===== src/rtl/ifetch_pkg.sv =====
// Shared types and constants for the IF stage and the pipeline registers built on ifid_t.
package ifetch_pkg;

  localparam int          IFID_ADDR_W = 32;
  localparam logic [31:0] NOP_INST    = 32'h0000_0000;
  localparam int          INST_BYTES  = 4;

  typedef enum logic [1:0] {
    BOOT,
    RUN,
    HALTED
  } ifetch_state_t;

  typedef struct packed {
    logic [31:0]            inst;
    logic [IFID_ADDR_W-1:0] pc_plus4;
    logic                   valid;
  } ifid_t;

  localparam ifid_t IFID_BUBBLE = '{inst: NOP_INST, pc_plus4: '0, valid: 1'b0};

endpackage


===== src/rtl/ifid_pipe_reg.sv =====
// Pipeline register of ifid_t with hold (stall) and bubble (flush) controls; bubble beats hold.
module ifid_pipe_reg
  import ifetch_pkg::*;
(
  input  logic  clk,
  input  logic  rst_n,
  input  logic  hold_i,
  input  logic  bubble_i,
  input  ifid_t d_i,
  output ifid_t q_o
);

  ifid_t data_q, data_d;

  always_comb begin
    data_d = data_q;
    if (bubble_i) begin
      data_d = IFID_BUBBLE;
    end else if (!hold_i) begin
      data_d = d_i;
    end
  end

  always_ff @(posedge clk or negedge rst_n) begin
    if (!rst_n) begin
      data_q <= IFID_BUBBLE;
    end else begin
      data_q <= data_d;
    end
  end

  assign q_o = data_q;

endmodule


===== src/rtl/instruction_fetch_stage.sv =====
// MIPS IF stage: PC, BOOT/RUN/HALTED control and the IF/ID register.
// Optional fetch/bubble performance counters are enabled with IFETCH_PERF_CNT_EN.
module instruction_fetch_stage #(
  parameter int                ADDR_W     = 32,
  parameter logic [ADDR_W-1:0] RESET_PC   = '0,
  parameter int                INST_BYTES = ifetch_pkg::INST_BYTES
) (
  input  logic              clk,
  input  logic              rst_n,
  output logic [ADDR_W-1:0] imem_addr,
  input  logic [31:0]       imem_inst,
  input  logic              stall,
  input  logic              flush,
  input  logic              redirect_valid,
  input  logic [ADDR_W-1:0] redirect_target,
  input  logic              halt_req,
  input  logic              resume,
  output logic [ADDR_W-1:0] pc,
  output logic [31:0]       ifid_inst,
  output logic [ADDR_W-1:0] ifid_pc_plus4,
  output logic              ifid_valid
`ifdef IFETCH_PERF_CNT_EN
  ,
  output logic [31:0]       fetch_count,
  output logic [31:0]       bubble_count
`endif
);

  import ifetch_pkg::*;

  ifetch_state_t     state_q, state_d;
  logic [ADDR_W-1:0] pc_q, pc_d, pc_inc;
  logic              ifid_bubble;
  ifid_t             ifid_d, ifid_q;

  assign pc_inc = pc_q + ADDR_W'(INST_BYTES);

  always_comb begin
    state_d = state_q;
    case (state_q)
      BOOT:    state_d = RUN;
      RUN:     if (halt_req) state_d = HALTED;
      HALTED:  if (resume)   state_d = RUN;
      default: state_d = BOOT;
    endcase
  end

  // Redirect wins over stall and over the frozen PC of BOOT/HALTED.
  always_comb begin
    pc_d = pc_q;
    if (redirect_valid) begin
      pc_d = {redirect_target[ADDR_W-1:2], 2'b00};
    end else if (!stall && state_q == RUN) begin
      pc_d = pc_inc;
    end
  end

  always_ff @(posedge clk or negedge rst_n) begin
    if (!rst_n) begin
      state_q <= BOOT;
      pc_q    <= RESET_PC;
    end else begin
      state_q <= state_d;
      pc_q    <= pc_d;
    end
  end

  assign ifid_bubble = flush || (state_q != RUN);
  assign ifid_d      = '{inst: imem_inst, pc_plus4: IFID_ADDR_W'(pc_inc), valid: 1'b1};

  ifid_pipe_reg u_ifid (
    .clk      (clk),
    .rst_n    (rst_n),
    .hold_i   (stall),
    .bubble_i (ifid_bubble),
    .d_i      (ifid_d),
    .q_o      (ifid_q)
  );

  assign imem_addr     = pc_q;
  assign pc            = pc_q;
  assign ifid_inst     = ifid_q.inst;
  assign ifid_pc_plus4 = ADDR_W'(ifid_q.pc_plus4);
  assign ifid_valid    = ifid_q.valid;

`ifdef IFETCH_PERF_CNT_EN
  logic [31:0] fetch_cnt_q, fetch_cnt_d;
  logic [31:0] bubble_cnt_q, bubble_cnt_d;

  // Stall-hold edges fall in neither bucket; both counters saturate.
  always_comb begin
    fetch_cnt_d  = fetch_cnt_q;
    bubble_cnt_d = bubble_cnt_q;
    if (ifid_bubble) begin
      if (bubble_cnt_q != 32'hFFFF_FFFF) bubble_cnt_d = bubble_cnt_q + 32'd1;
    end else if (!stall) begin
      if (fetch_cnt_q != 32'hFFFF_FFFF) fetch_cnt_d = fetch_cnt_q + 32'd1;
    end
  end

  always_ff @(posedge clk or negedge rst_n) begin
    if (!rst_n) begin
      fetch_cnt_q  <= '0;
      bubble_cnt_q <= '0;
    end else begin
      fetch_cnt_q  <= fetch_cnt_d;
      bubble_cnt_q <= bubble_cnt_d;
    end
  end

  assign fetch_count  = fetch_cnt_q;
  assign bubble_count = bubble_cnt_q;
`endif

endmodule

===== config.mk =====
export PLATFORM = sky130hd
export DESIGN_NAME = instruction_fetch_stage
export DESIGN_NICKNAME = d
export VERILOG_FILES = /design/src/rtl/ifetch_pkg.sv /design/src/rtl/ifid_pipe_reg.sv /design/src/rtl/instruction_fetch_stage.sv
export SDC_FILE = /design/constraint.sdc
export NUM_CORES = 1
export LEC_CHECK = 0
export BUFFER_PORTS_ARGS = -buffer_cell sky130_fd_sc_hd__buf_2
export CORE_ASPECT_RATIO = 2
export CORE_MARGIN = 3
export CORE_UTILIZATION = 53
export CTS_BUF_LIST = sky130_fd_sc_hd__clkbuf_16
export CTS_CLUSTER_SIZE = 25
export DETAILED_ROUTE_END_ITERATION = 10
export GPL_TIMING_DRIVEN = 0
export HOLD_SLACK_MARGIN = 0.12
export PLACE_DENSITY = 0.85
export SETUP_SLACK_MARGIN = 0.5
export SLEW_MARGIN = 15
export SYNTH_ARGS = -nofsm -noshare
export SYNTH_HDL_FRONTEND = slang
export SYNTH_SLANG_ARGS = --single-unit

===== constraint.sdc =====
create_clock -name clk -period 4.6 [get_ports clk]
set_clock_uncertainty 0.1 [all_clocks]
set_input_delay 0.46 -clock clk [delete_from_list [all_inputs] [get_ports clk]]
set_output_delay 0.46 -clock clk [all_outputs]
set_load 0.01 [all_outputs]

==> results.toml, run 1 <==
[routing]
dr.pass1.iters = 5
drtAntennaViolNets = 0
viasPerCell = 5.76
drt_iter0_drc = 438
vias = 5175
drc = 0
drt_wl_total_um = 16200
wl_per_cell_um = 18.0

[floorplanning]
chipWidth_um = 75.9
coreArea_um2 = 9450
fp.dieH_um = 146
num_rows = 50
ioPinCount = 200
die_area_um2 = 11100
initial_core_util_pct = 54.9

[job]
drv_cap = 0

[timing]
setup_violations = 0
max-slew-margin-rel_pct = 37.1
tightest_slew_ps = 936
maxSlewViolCount = 0
rsz0062_at_grt = "no"
min_period_over_period_pct = 54.8
period_minus_slack_ps = 2520
layout_setup_ws_ps = 2080
fmaxAchievable_ghz = 0.397
tns_ps = 0
hold_viol = 0

[synth]
synthTopCellsByArea = "dfrtp_1 (46%), mux2i_1 (6.6%), buf_4 (5.2%)"
synth_top_area_share_pct = 45.8
ys.flop_type = "dfrtp_1"
netlist_area_um2 = 5180
ys_seq_area_share_pct = 45.8
yosysWarnings = 0
synthCells = 557
synth_common_cells = "dfrtp_1 (95), nor2_1 (57), o21ai_0 (47)"
yosysUniqueCellTypes = 45
synth_most_common_cell = "dfrtp_1"
syn-mean-instance-area_um2 = 9.31
async_flop_share_pct = 100
synth_seq_cells = 95
synth-edff-count = 0
yosys.area.top_type = "dfrtp_1"

[global_routing]
grt_max_degree = 66
grt_pass1_wl_um = 25400
first_global_vias = 4992
antenna_found_initial = 0
grt_remaining_overflow = 0
track_usage_pct = 28.5

[critical_path]
end_kind = "flip-flop"
max_stage_delay_ps = 510
startpoint_type = "flip-flop"
path_class = "reg2reg"
path_buf_inv = 2
crit_required_ps = 4770
path_cells = "clkbuf_1, nand4_2, or3_1, clkbuf_1, or4_1, a31oi_1"
cp.arrival_ps = 2690
crit_start = "imem_addr[18]$_DFFE_PN0P_"
cpMostUsedCell = "clkbuf_1"
path_delay_family = "simple AND/OR/NAND/NOR gates"
reg2reg_from = "imem_addr[18]$_DFFE_PN0P_"
crit_path_top_delay_cell = "or4_1"
critPathMaxFanout = 10

[cts]
cts_resized = 0
clkLatencyLatePin_ps = 340
cts_max_level = 3
cts.path.max_buffers = 2
clock_sinks = 95
cts_setup_buffers = 0
cts_made_buffers = 9
postCtsHoldBufs = 1
cts_tree = "done"
cts-root-buf = "clkbuf_16"
clk_pin_slew_ps = 70

[final_layout]
fillers = 739
antenna_cells = 0
fin_cells = 899
layout-drive-gt1-share_pct = 33.6
areaGrowthSynthToFinish_pct = 28.0
fin_nets = 836
fin_util_pct = 70.3

[power]
p_per_area_nw_per_um2 = 372
p_leak_nw = 3.18
ir_worst_vdd_uv = 232

[hold_path]
hold_class = "in2reg"
hold_start = "redirect_target[15]"

[outcome]
status = "completed"

[placed_design]
port_buffers = 189
dp.cells = 882
pre_cts_ws_ps = 2020
hpwl_um = 12400
place.gp.congestion = 0.889
[kinds of logic after synthesis]
logic type,Yosys count,synth area share [%]
other cells,1,0.0723
buf+inv,88,9.31
fa+ha+maj,1,0.241
mux,34,6.56
compound gates,113,13.2
simple gates,203,21.1
xor+xnor,22,3.72
flops,95,45.8
[worst register-to-register path, delay by kind of cell, from the launching register on]
family | cells | cell delay [ps]
and+or+nand+nor | 3 | 1240
AOI/OAI and AO/OA | 1 | 170
DFF | 1 | 370
buffers and inverters | 2 | 570
[registers in the layout, summed over array words and instances (netlist names)]
| register | cells |
|---|---|
| state_q | 2 |
| u_ifid.q_o | 63 |
| imem_addr | 30 |
[placed cells by master (no fill, tap or decap), types with 2 or more instances in the layout]
master     instances
a211oi_1           3
a21oi_1           15
a311oi_1           5
a31oi_1           20
and2_1             3
and3_1             2
and4_1            10
buf_1              2
buf_2            196
buf_4             37
clkbuf_1          37
clkbuf_16          9
conb_1             6
dfrtp_1           95
inv_1              3
inv_6              3
inv_8              2
mux2i_1           34
nand2_1           33
nand2b_1           3
nand3_1            9
nand4_1           20
nor2_1            57
nor2b_1            2
nor3_1            13
nor3b_1            2
nor4_1             8
o211ai_1           3
o21ai_0           47
o31a_1             6
o31ai_1           13
or3_1             15
or4_1             17
xnor2_1           15
xor2_1             7
[per-layer routing]
| metal | vias to the layer above | GRT usage, % | share of wire [%] |
|---|---|---|---|
| li1 | 2389 | - | - |
| met2 | 283 | 55.3 | 55 |
| met1 | 2450 | 29.8 | 35 |
| met5 | - | 0 | 0 |
| met4 | 0 | 13.0 | 4.1 |
| met3 | 53 | 3.59 | 6.2 |
[path summary, 6_finish.rpt]
| check | end | slack (ps) | depth (start not counted) |
|---|---|---|---|
| max reg2reg | imem_addr[31]$_DFFE_PN0P_ | 2080 | 6 |
| max in group asynchronous | state_q[0]$_DFFE_PN0P_ | 3260 | 3 |
| min | imem_addr[15]$_DFFE_PN0P_ | 210 | 3 |
| max | imem_addr[31]$_DFFE_PN0P_ | 2080 | 6 |
| min in group asynchronous | imem_addr[23]$_DFFE_PN0P_ | 490 | 2 |
| min reg2reg | u_ifid.q_o[0]$_DFFE_PN0P_ | 380 | 1 |
[per-stage QoR]
step / hold WS [ps] / power, W / instance area [um2]
5_1_grt: 223 / 0.00258 / 6640
6_report: 212 / 0.00247 / 6640
2_1_floorplan: 64.4 / 0.00144 / 5200
3_3_place_gp: 359 / 0.00172 / 6310
3_5_place_dp: 333 / 0.00175 / 6340
4_1_cts: 209 / 0.00247 / 6640
[power breakdown]
part           switching, W  internal [W]
clock              0.000347      0.000379
sequential         0.000110      0.000946
combinational      0.000406      0.000281
[layout make-up]
type	instances	area, um2	area share (%)
tap	130	163	2.45
sequential	95	2380	35.8
timing repair buffer	191	986	14.9
clock inverter	7	61.3	0.923
buffer	84	468	7.05
inverter	4	15.0	0.226
clock buffer	9	225	3.39
multi-input combinational	379	2340	35.3
Note: power is estimated with default switching activity, not from simulation.
==> run 2, diff against run 1 <==
Settings changed: CORE_UTILIZATION 53 to 50, PLACE_DENSITY 0.85 to 0.81.
Clock period 4.6 ns to 2.41 ns, I/O delays scaled along.
==> run 2 against run 1 <==
Compared with the run above: the run now ends with setup timing left; via count up 32%; die area grew 5.6%; maximum frequency grew 1.1%; cell count rose by 18%; final area up 30%; worst setup slack got worse by 2200 ps; sequential cell count unchanged; largest cell class is now non-clock buffers.
==> results.toml, run 2 (synthesized netlist as in run 1, its figures left out) <==
[timing]
tightest_slew_ps = 754
hold_ws_ps = 266
period_minus_slack_ps = 2490
fmaxAchievable_ghz = 0.401
hold_viol = 0
maxSlewViolCount = 0
rsz0062_at_grt = "yes"
min_period_over_period_pct = 103
layout_setup_ws_ps = -84.0
setup_violations = 2
tns_ps = -85.9
max-slew-margin-rel_pct = 49.4

[routing]
dr.pass1.iters = 9
drtAntennaViolNets = 0
wl_per_cell_um = 25.2
drc = 0
wl_met1_um = 7820
viasPerCell = 6.45
vias = 6827
routed.top_layer = "met4"
drt_wl_total_um = 26600
route.met2.wl_um = 13200
drt_iter0_drc = 1170
met3WireLength_um = 2790

[hold_path]
hold_end = "imem_addr[28]$_DFFE_PN0P_"
hold_class = "in2reg"
hold_start = "redirect_valid"
holdPathStages = 3

[floorplanning]
fp.dieH_um = 150
die_area_um2 = 11700
ioPinCount = 200
chipWidth_um = 78.0
num_rows = 52
initial_core_util_pct = 51.1
coreArea_um2 = 10100

[cts]
cts_max_level = 3
cts.path.max_buffers = 2
clk_pin_slew_ps = 80
clock_sinks = 95
cts_tree = "done"
cts-root-buf = "clkbuf_16"
clkLatencyLatePin_ps = 370
cts_made_buffers = 9

[critical_path]
startpoint_type = "flip-flop"
critPathMaxFanout = 10
crit_path_top_delay_cell = "a311oi_1"
path_cells = "buf_6, ha_4, nand3_4, buf_6, buf_12, or3_1, a311oi_1"
reg2reg_from = "imem_addr[3]$_DFFE_PN0P_"
cp.arrival_ps = 2580
path_class = "reg2reg"
ff2ff_path_depth = 7
rrSetupSlack_ps = -80
cpMostUsedCell = "buf_6"
max_stage_delay_ps = 690
reg2reg_to = "u_ifid.q_o[9]$_DFFE_PN0P_"
path_buf_inv = 3
crit_required_ps = 2500
end_kind = "flip-flop"
path_delay_family = "compound AO/OA/AOI/OAI gates"

[power]
p_int_w = 0.00347
p_seq_share_pct = 36.5
ir_worst_vdd_uv = 458
p_per_area_nw_per_um2 = 648
p_clk_share_pct = 26.0
swShare_pct = 38.1
comb_power_share_pct = 37.5
p_leak_nw = 4.16
p_switching_w = 0.00214

[global_routing]
track_usage_pct = 37.1
first_global_vias = 6268
grt_max_degree = 64
grt_pass1_wl_um = 33500
grt_remaining_overflow = 0
antenna_found_initial = 0

[final_layout]
layout_commonest_cell = "buf_2"
final_cell_mix = "buf_2 (191), buf_4 (106), dfrtp_1 (87)"
layout-drive-gt1-share_pct = 46.4
fin_nets = 990
fillers = 490
largest_reg_flops = 63
areaGrowthSynthToFinish_pct = 67.1
antenna_cells = 0

[placed_design]
hpwl_um = 12400
port_buffers = 189
place.gp.congestion = 0.878

[outcome]
violations = "setup timing"
status = "finished with violations"

[job]
drv_cap = 0
-- run 2: cell types whose count changed in the layout (fill, tap and decap cells not counted), sizes merged --
cell	change
buf	+98
clkinv	+1
dlygate4sd3	+66
inv	-1
clkbuf	-10
-- run 2: worst max-delay path by stage --
stage                         startpoint  cells after the start                         to
2_1_floorplan  imem_addr[14]$_DFFE_PN0P_                      6  imem_addr[29]$_DFFE_PN0P_
5_1_grt        imem_addr[14]$_DFFE_PN0P_                      7  imem_addr[23]$_DFFE_PN0P_
4_1_cts           state_q[1]$_DFFE_PN0P_                      5  imem_addr[31]$_DFFE_PN0P_
3_3_place_gp                       rst_n                      1   imem_addr[2]$_DFFE_PN0P_
3_5_place_dp    imem_addr[2]$_DFFE_PN0P_                      6  imem_addr[30]$_DFFE_PN0P_
6_report        imem_addr[3]$_DFFE_PN0P_                      7  u_ifid.q_o[9]$_DFFE_PN0P_
-- run 2: through the flow --
stage	util [%]	std cells	setup slack, ps	total power [W]	cell area (um2)
after detailed placement	63.8	887	95.5	0.00337	6480
final	85.4	1058	-84.0	0.00561	8660
after floorplan	-	562	317	0.00279	5330
after CTS	81.0	1040	232	0.00509	8220
after global routing	85.4	1058	-107	0.00575	8660
after global placement	63.5	886	-19.3	0.00332	6450
-- run 2: cell type report --
class	count	area (um2)	area share, %
Buffer	84	669	7.73
Clock buffer	9	225	2.60
Clock inverter	7	61.3	0.708
Inverter	4	15.0	0.173
Multi-Input combinational cell	379	2720	31.4
Sequential cell	95	2390	27.6
Tap cell	135	169	1.95
Timing Repair Buffer	345	2410	27.9
-- run 2: repair_timing --
item	in CTS	in global routing
gates cloned	0	1
endpoints found under the hold margin	97	0
resized for setup	57	100
pin swaps	35	42
setup buffers	70	17
endpoints found under the setup margin	44	86
hold buffers	67	0
-- run 2: worst min-delay path: stages --
cell	delay [ps]
clkbuf_1	190
nand2b_1	140
o31a_1	130
-- run 2: power by group through the flow --
| stage | clock network [W] | logic [W] | registers (W) |
|---|---|---|---|
| 3_5_place_dp | 0 | 0.00133 | 0.00204 |
| 4_1_cts | 0.00138 | 0.00173 | 0.00198 |
| 5_1_grt | 0.00151 | 0.00219 | 0.00205 |
| 6_report | 0.00146 | 0.00211 | 0.00205 |
| 3_3_place_gp | 0 | 0.00129 | 0.00202 |
| 2_1_floorplan | 0 | 0.000687 | 0.00210 |
-- run 2: per-layer routing --
layer,up-vias,global-route usage (%)
met4,0,25.2
li1,2697,-
met3,270,5.60
met1,3187,37.7
met2,673,68.3
met5,-,0
